<file path="src/rtl/hdmi_period_scheduler.sv">
// Video timing generator and TMDS period scheduler: h/v counters, syncs, DE and
// the per-clock CTRL/PREAMBLE/GUARD/VIDEO selection for the three TMDS encoders.
module hdmi_period_scheduler #(
    parameter int unsigned H_ACTIVE = 640,
    parameter int unsigned H_FP     = 16,
    parameter int unsigned H_SYNC   = 96,
    parameter int unsigned H_BP     = 48,
    parameter int unsigned V_ACTIVE = 480,
    parameter int unsigned V_FP     = 10,
    parameter int unsigned V_SYNC   = 2,
    parameter int unsigned V_BP     = 33,
    parameter bit          SYNC_POL = 1'b0,
    parameter int unsigned CW       = 11
) (
    input  logic          clk_pixel,
    input  logic          reset,
    input  logic          enable,
    output logic          hsync,
    output logic          vsync,
    output logic          de,
    output logic [1:0]    period,
    output logic [3:0]    ctl,
    output logic [CW-1:0] x,
    output logic [CW-1:0] y,
    output logic          frame_start,
    output logic          line_start
);

    localparam int unsigned H_TOTAL = H_ACTIVE + H_FP + H_SYNC + H_BP;
    localparam int unsigned V_TOTAL = V_ACTIVE + V_FP + V_SYNC + V_BP;

    localparam logic [CW-1:0] H_LAST  = CW'(H_TOTAL - 1);
    localparam logic [CW-1:0] V_LAST  = CW'(V_TOTAL - 1);
    localparam logic [CW-1:0] H_ACT   = CW'(H_ACTIVE);
    localparam logic [CW-1:0] V_ACT   = CW'(V_ACTIVE);
    localparam logic [CW-1:0] HS_BEG  = CW'(H_ACTIVE + H_FP);
    localparam logic [CW-1:0] HS_END  = CW'(H_ACTIVE + H_FP + H_SYNC);
    localparam logic [CW-1:0] VS_BEG  = CW'(V_ACTIVE + V_FP);
    localparam logic [CW-1:0] VS_END  = CW'(V_ACTIVE + V_FP + V_SYNC);
    localparam logic [CW-1:0] PRE_BEG = CW'(H_TOTAL - 10);
    localparam logic [CW-1:0] GRD_BEG = CW'(H_TOTAL - 2);

    if (H_BP < 10) begin : g_bad_hbp
        $error("hdmi_period_scheduler: H_BP must be >= 10 to fit preamble and guard band");
    end
    if (H_TOTAL > (1 << CW) || V_TOTAL > (1 << CW)) begin : g_bad_cw
        $error("hdmi_period_scheduler: CW too small for H_TOTAL-1 / V_TOTAL-1");
    end

    typedef enum logic [1:0] {
        P_CTRL     = 2'd0,
        P_PREAMBLE = 2'd1,
        P_GUARD    = 2'd2,
        P_VIDEO    = 2'd3
    } period_e;

    logic [CW-1:0] h_q, h_d, v_q, v_d, nv;
    logic          hsync_q, hsync_d, vsync_q, vsync_d;
    logic          de_q, de_d, fs_q, fs_d, ls_q, ls_d;
    period_e       period_q, period_d;
    logic [3:0]    ctl_q, ctl_d;
    logic          hs_on, vs_on, nv_active;

    // Outputs are decoded from the next counter value so they line up with x/y.
    always_comb begin
        h_d = h_q;
        v_d = v_q;
        if (enable) begin
            if (h_q == H_LAST) begin
                h_d = '0;
                v_d = (v_q == V_LAST) ? '0 : v_q + CW'(1);
            end else begin
                h_d = h_q + CW'(1);
            end
        end

        nv        = (v_d == V_LAST) ? '0 : v_d + CW'(1);
        nv_active = (nv < V_ACT);
        hs_on     = (h_d >= HS_BEG) && (h_d < HS_END);
        vs_on     = (v_d >= VS_BEG) && (v_d < VS_END);

        hsync_d  = hs_on ? SYNC_POL : ~SYNC_POL;
        vsync_d  = vs_on ? SYNC_POL : ~SYNC_POL;
        de_d     = 1'b0;
        period_d = P_CTRL;
        ctl_d    = '0;
        fs_d     = 1'b0;
        ls_d     = 1'b0;

        if (enable) begin
            if (h_d < H_ACT && v_d < V_ACT) begin
                de_d     = 1'b1;
                period_d = P_VIDEO;
            end else if (nv_active && h_d >= PRE_BEG && h_d < GRD_BEG) begin
                period_d = P_PREAMBLE;
                ctl_d    = 4'b0001;
            end else if (nv_active && h_d >= GRD_BEG) begin
                period_d = P_GUARD;
            end
            ls_d = (h_d == '0);
            fs_d = (h_d == '0) && (v_d == '0);
        end

        // Parking on the last line makes the first frame get a full preamble.
        if (reset) begin
            h_d      = '0;
            v_d      = V_LAST;
            hsync_d  = ~SYNC_POL;
            vsync_d  = ~SYNC_POL;
            de_d     = 1'b0;
            period_d = P_CTRL;
            ctl_d    = '0;
            fs_d     = 1'b0;
            ls_d     = 1'b0;
        end
    end

    always_ff @(posedge clk_pixel) begin
        h_q      <= h_d;
        v_q      <= v_d;
        hsync_q  <= hsync_d;
        vsync_q  <= vsync_d;
        de_q     <= de_d;
        period_q <= period_d;
        ctl_q    <= ctl_d;
        fs_q     <= fs_d;
        ls_q     <= ls_d;
    end

    assign x           = h_q;
    assign y           = v_q;
    assign hsync       = hsync_q;
    assign vsync       = vsync_q;
    assign de          = de_q;
    assign period      = period_q;
    assign ctl         = ctl_q;
    assign frame_start = fs_q;
    assign line_start  = ls_q;

endmodule
</file>
<file path="config.mk">
export PLATFORM = sky130hd
export DESIGN_NAME = hdmi_period_scheduler
export DESIGN_NICKNAME = d
export VERILOG_FILES = /design/src/rtl/hdmi_period_scheduler.sv
export SDC_FILE = /design/constraint.sdc
export NUM_CORES = 1
export LEC_CHECK = 0
export CAP_MARGIN = 20
export CORE_ASPECT_RATIO = 0.5
export CORE_UTILIZATION = 55
export CTS_CLUSTER_SIZE = 25
export DETAILED_ROUTE_END_ITERATION = 12
export PLACE_DENSITY = 0.84
export SLEW_MARGIN = 20
export SYNTH_ARGS = -nofsm -noshare
export SYNTH_HDL_FRONTEND = slang
export SYNTH_SLANG_ARGS = --single-unit
export TNS_END_PERCENT = 100
</file>
<file path="constraint.sdc">
create_clock -name clk_pixel -period 4.6 [get_ports clk_pixel]
set_clock_uncertainty 0.15 [all_clocks]
set_input_delay 0.46 -clock clk_pixel [delete_from_list [all_inputs] [get_ports clk_pixel]]
set_output_delay 0.46 -clock clk_pixel [all_outputs]
set_load 0.03 [all_outputs]
</file>
==> out/qor.csv, run 1 <==
metric;value;unit
netlist_area;1867;um2
crit_family;compound AO/OA/AOI/OAI gates;
yosys.area_share.simple;34.25;%
crit_path_end;period[0]$_SDFF_PP0_;
cts_tree;built;
yosysTopAreaCell;dfxtp_1;
synth_adder_area_share;2.011;%
place_area;2181;um2
synthMuxAreaShare;0.5362;%
grt-ovfl-total;0;
ctsHoldBuffers;0;
yosys.area.top_type_share;32.17;%
grt_pass1_wl;8280;um
clock.fmax;0.2734;GHz
path_clk_slew;0.07;ns
place_hpwl;3738;um
ant_nets;0;
synth_top_family_by_area;simple AND/OR/NAND/NOR gates;
post_cts_buffers;0;
globalplace.congestion;0.9525;
outcome;finished, final reports clean;
ys_seq_area_share;32.17;%
startpoint;enable;
wl;5225;um
synthFlopType;dfxtp_1;
required;4.61;ns
synth.most_common_cell;dfxtp_1;
place_ws;0.7935;ns
htreeDepth;2;
ctsResizeCount;0;
async_reset_ff_share;0;%
path_cells;clkdlybuf4s50_1, nand4_1, nor4_4, a41oi_2, o41a_1, o311a_1, a211oi_2, o31ai_1;
crit_cells;8;
insertion_delay;0.28;ns
crit_path_end_kind;flop;
fin_area;2323;um2
nNetsFinal;263;
crit_arrival;3.67;ns
hold_viol_final;0;
worst-r2r-setup-slack;1.22;ns
fillers;243;
crit_type;in2reg;
totalNegativeSetupSlack;0;ns
viasPerCell;6.500;
first_pass_iters;5;
drive_gt1_share;8.915;%
rsz0062_at_grt;no;
dieArea;3645;um2
start_kind;input pin;
crit_buf_inv;1;
whs;0.4034;ns
crit_fanout;11;
max_slew_margin;48.23;%
synth_edf_count;0;
synth_xor_xnor_area_share;7.976;%
slew_violations;0;
core;3118;um2
cellPowerDensity;272.4;nW/um2
dieWidth;84.39;um
place_inst;290;
worst_r2r_path_depth;8;
ys_ff_latch;30;
grt_usage;30.06;%
tightest_slew;0.7695;ns
diodes;0;
period_minus_slack;3.658;ns
clockBufferDepth;2;
start_util;59.87;%
num_rows;14;
fin_crit_sh;79.51;%
final_core_util;74.52;%
grt_pass1_vias;1694;
drv_cap;0;
final_cells;298;
vias;1937;
leakagePower;0.7979;nW
ys_warn_count;0;
critPathMaxStageDelay;0.66;ns
antenna_found_initial;0;
root_buffer;clkbuf_8;
syn_avg_cell_area;8.152;um2
first_iter_violations;133;
cts_buffers;5;
io-pin-count;36;
finalPower;633.0;uW
synth.distinct_cells;49;
regToRegEndpoint;period[0]$_SDFF_PP0_;
routedWlPerCell;17.53;um
synthTopCellsByCount;30 x dfxtp_1, 26 x nor2_1, 12 x nand2_1, 12 x nand4_1;
clock-sinks;30;
syn_inst;229;
critPathSlowestCell;clkdlybuf4s50_1;
die_h;43.20;um
synth.area.top_cells;dfxtp_1 32%, nor2_1 5.2%, xnor2_1 5.2%;
setup_ws;0.9425;ns
drcViolationCount;0;
synth-compound-area-share;16.02;%
reg2reg_from;x[0]$_SDFF_PP0_;
holdCritPathClass;reg2reg;
ir_drop;134.6;uV
portBuffers;32;
area_growth;24.46;%
grt_max_degree;26;
finalSetupViolCount;0;
-- cell families (layout without fill, tap and decap cells) --
kind of cell,Yosys count,in the layout
fa+ha+maj,3,3
other cells,1,3
compound gates,41,41
buf+inv,26,53
xor+xnor,17,17
mux,1,1
flops,30,30
simple gates,110,110
-- worst register-to-register path, cell delays in order, from the launching register on --
cell,delay [ns]
dfxtp_1,0.42
ha_1,0.46
inv_1,0.22
nor4_4,0.50
a41oi_2,0.25
o41a_1,0.46
o311a_1,0.30
a211oi_2,0.35
o31ai_1,0.14
-- power by group --
group / internal [mW] / switching (mW) / total, mW
sequential: 0.262 / 0.00286 / 0.265
combinational: 0.0119 / 0.0217 / 0.0336
clock: 0.231 / 0.103 / 0.334
-- cell usage in the layout (no fill, tap or decap), types with 2 or more instances in the layout --
master	synthesis	routed
clkbuf_8	0	6
nor4_2	2	2
nand4_1	12	12
nand2b_1	5	5
nor2_1	26	26
or4_1	2	2
nand2_1	12	12
a211oi_1	4	4
and2_1	2	2
a31oi_1	4	4
bufinv_16	0	2
xnor2_1	11	11
and3_1	3	3
conb_1	1	3
xor2_1	6	6
o21ai_0	5	5
nor3_1	7	7
buf_4	4	4
or3_1	4	4
or2_2	3	3
and4_1	3	3
dfxtp_1	30	30
clkdlybuf4s50_1	0	32
ha_1	3	3
nor4_1	8	8
nand3_1	9	9
a41oi_1	4	4
nor2b_1	3	3
nand3b_1	2	2
o31ai_1	3	3
inv_1	9	9
a21oi_1	11	11
-- worst min-delay path by stage --
stage / start / endpoint / slack (ns) / cells after the start
global placement: y[1]$_SDFF_PP0_ / y[1]$_SDFF_PP0_ / 0.37 / 2
floorplan: reset / x[3]$_SDFF_PP0_ / 0.38 / 1
global route: y[1]$_SDFF_PP0_ / y[1]$_SDFF_PP0_ / 0.42 / 2
detailed placement: y[1]$_SDFF_PP0_ / y[1]$_SDFF_PP0_ / 0.38 / 2
finish: y[1]$_SDFF_PP0_ / y[1]$_SDFF_PP0_ / 0.40 / 2
CTS: y[1]$_SDFF_PP0_ / y[1]$_SDFF_PP0_ / 0.39 / 2
-- metal layers --
layer	routed length [um]	track usage [%]
met3	456	7.198
met4	91	11.86
met5	0	0
met1	2411	40.73
met2	2265	46.56
-- sequential cells by signal, indices dropped and copies added, names as in the netlist --
name / flops
frame_start: 1
period: 2
ctl: 1
vsync: 1
de: 1
y: 11
line_start: 1
hsync: 1
x: 11
-- area by class of cell --
cell class                 instances  area, um2  area share [%]
tap                               40      50.05           2.154
clock inverter                     2      60.06           2.585
multi-input combinational        175       1146           49.33
sequential                        30      600.6           25.85
inverter                           9      33.78           1.454
clock buffer                       6      82.58           3.554
timing repair buffer              36      350.3           15.08
No activity file was read; power rests on OpenSTA's default activity.
==> run 2: changes to the inputs <==
--- a/config.mk
+++ b/config.mk
@@ -7,10 +7,10 @@
 export LEC_CHECK = 0
 export CAP_MARGIN = 20
 export CORE_ASPECT_RATIO = 0.5
-export CORE_UTILIZATION = 55
+export CORE_UTILIZATION = 47
 export CTS_CLUSTER_SIZE = 25
 export DETAILED_ROUTE_END_ITERATION = 12
-export PLACE_DENSITY = 0.84
+export PLACE_DENSITY = 0.76
 export SLEW_MARGIN = 20
 export SYNTH_ARGS = -nofsm -noshare
 export SYNTH_HDL_FRONTEND = slang
==> constraint.sdc (replaced) <==
create_clock -name clk_pixel -period 3.32 [get_ports clk_pixel]
set_clock_uncertainty 0.15 [all_clocks]
set_input_delay 0.332 -clock clk_pixel [delete_from_list [all_inputs] [get_ports clk_pixel]]
set_output_delay 0.332 -clock clk_pixel [all_outputs]
set_load 0.03 [all_outputs]
==> run 2 against run 1 <==
First-iteration DRC count down 17%. Power up 15%. Largest cell class unchanged. Critical path depth down 1. Die area up 16%. Via count unchanged. Sequential power up 38%. Sequential share of layout area down 0.81 points. Cell count up 8.1%. Wire length down 0.23%.
==> out/qor.csv, run 2 (synthesized netlist as in run 1, its figures left out) <==
metric;value;unit
core;3603;um2
place_area;2277;um2
htreeDepth;2;
diodes;0;
crit_family;simple AND/OR/NAND/NOR gates;
switching_share;24.74;%
leakagePower;0.8614;nW
dieArea;4243;um2
mostFrequentLayoutCells;32 x clkdlybuf4s50_1, 30 x dfxtp_1, 26 x nor2_1, 17 x buf_4;
area_growth;28.49;%
p_int;548.0;uW
totalNegativeSetupSlack;0;ns
drive_gt1_share;13.28;%
p_clk_share;42.9;%
io-pin-count;36;
p_comb_share;6.7;%
fin_area;2399;um2
clock.fmax;0.3156;GHz
vias;1937;
first_iter_violations;111;
ant_nets;0;
crit_arrival;3.21;ns
die_h;46.57;um
hold_viol_final;0;
drcViolationCount;0;
tightest_slew;0.5642;ns
place_hpwl;3805;um
rsz0062_at_grt;no;
path_clk_slew;0.06;ns
antenna_found_initial;0;
grt-ovfl-total;0;
ctsHoldBuffers;0;
crit_type;reg2reg;
insertion_delay;0.29;ns
start_kind;flop;
root_buffer;clkbuf_8;
required;3.36;ns
grt_pass1_vias;1681;
ir_drop;194.2;uV
crit_buf_inv;0;
grt_max_degree;26;
layout_commonest_cell;clkdlybuf4s50_1;
crit_path_end_kind;flop;
period_minus_slack;3.168;ns
cellPowerDensity;303.6;nW/um2
critPathMaxStageDelay;0.65;ns
clock-sinks;30;
place_inst;312;
grt_pass1_wl;8217;um
place_ws;0.07146;ns
dieWidth;91.13;um
final_cells;322;
num_rows;15;
max_slew_margin;61.99;%
p_seq_share;50.4;%
wl;5213;um
slew_violations;0;
fin_crit_sh;95.43;%
path_cells;or4_4, or4_1, or3_1, a211oi_1, nor4b_4, a211oi_2, o41ai_2;
nNetsFinal;276;
crit_fanout;10;
first_pass_iters;5;
portBuffers;32;
power_switching;180.1;uW
grt_usage;25.99;%
routedWlPerCell;16.19;um
critPathSlowestCell;or4_4;
drv_cap;0;
start_util;51.81;%
holdCritPathClass;reg2reg;
cts_tree;built;
clockBufferDepth;2;
cts_buffers;5;
finalSetupViolCount;0;
setup_ws;0.1518;ns
viasPerCell;6.016;
outcome;finished, final reports clean;
globalplace.congestion;0.9063;
## run 2: cell count changes in the layout (fill, tap and decap cells not counted)
cell / change
clkinv_2: +1
nor4_1: -1
nor4b_2: -1
nor4_2: +1
nor4b_4: +1
bufinv_16: -2
clkbuf_1: +1
buf_4: +13
## run 2: worst paths after layout
| kind | start | endpoint | slack (ns) | depth (start not counted) |
|---|---|---|---|---|
| setup / recovery | x[6]$_SDFF_PP0_ | period[1]$_SDFF_PP0_ | 0.15 | 7 |
| hold / removal | x[1]$_SDFF_PP0_ | x[1]$_SDFF_PP0_ | 0.39 | 2 |
| setup reg to reg | x[6]$_SDFF_PP0_ | period[1]$_SDFF_PP0_ | 0.15 | 7 |
| hold reg to reg | x[1]$_SDFF_PP0_ | x[1]$_SDFF_PP0_ | 0.39 | 2 |
## run 2: what timing repair did
action | CTS | global route
endpoints found under the hold margin | 0 | 0
resized for setup | 0 | 2
buffers inserted | 0 | 2
endpoints found under the setup margin | 0 | 3
## run 2: area by class of cell
cell class | instances | area, um2
fill | 303 | 1205
multi-input combinational | 175 | 1161
sequential | 30 | 600.6
timing repair buffer | 49 | 447.9
clock buffer | 7 | 86.33
tap | 51 | 63.81
inverter | 9 | 33.78
clock inverter | 1 | 5.005
## run 2: metal layers
| layer | GRT usage (%) | vias to the layer above | wire length (um) |
|---|---|---|---|
| li1 | - | 915 | - |
| met1 | 34.57 | 921 | 2472 |
| met2 | 41.97 | 88 | 2253 |
| met3 | 5.776 | 13 | 401 |
| met4 | 10.48 | 0 | 86 |
| met5 | 0 | - | 0 |
## run 2: power by group through the flow
| stage | Sequential, mW | Clock [mW] | Combinational (mW) |
|---|---|---|---|
| CTS | 0.367 | 0.315 | 0.0481 |
| global route | 0.367 | 0.334 | 0.0517 |
| detailed placement | 0.375 | 0 | 0.0478 |
| global placement | 0.375 | 0 | 0.0472 |
| floorplan | 0.381 | 0 | 0.0267 |
| finish | 0.367 | 0.313 | 0.0486 |
## run 2: worst min-delay path: stages, from the launching register on
cell and delay, ns:
dfxtp_1 0.34, nand2b_1 0.09, a21oi_1 0.06
## run 2: metrics by stage
| step | power [mW] | hold slack [ns] | util (%) |
|---|---|---|---|
| floorplan | 0.4078 | 0.2536 | - |
| global placement | 0.4221 | 0.3795 | 63.19 |
| detailed placement | 0.4229 | 0.3873 | 63.19 |
| global route | 0.7526 | 0.4390 | 66.56 |
| CTS | 0.7299 | 0.3979 | 65.73 |
| finish | 0.7281 | 0.3941 | 66.56 |
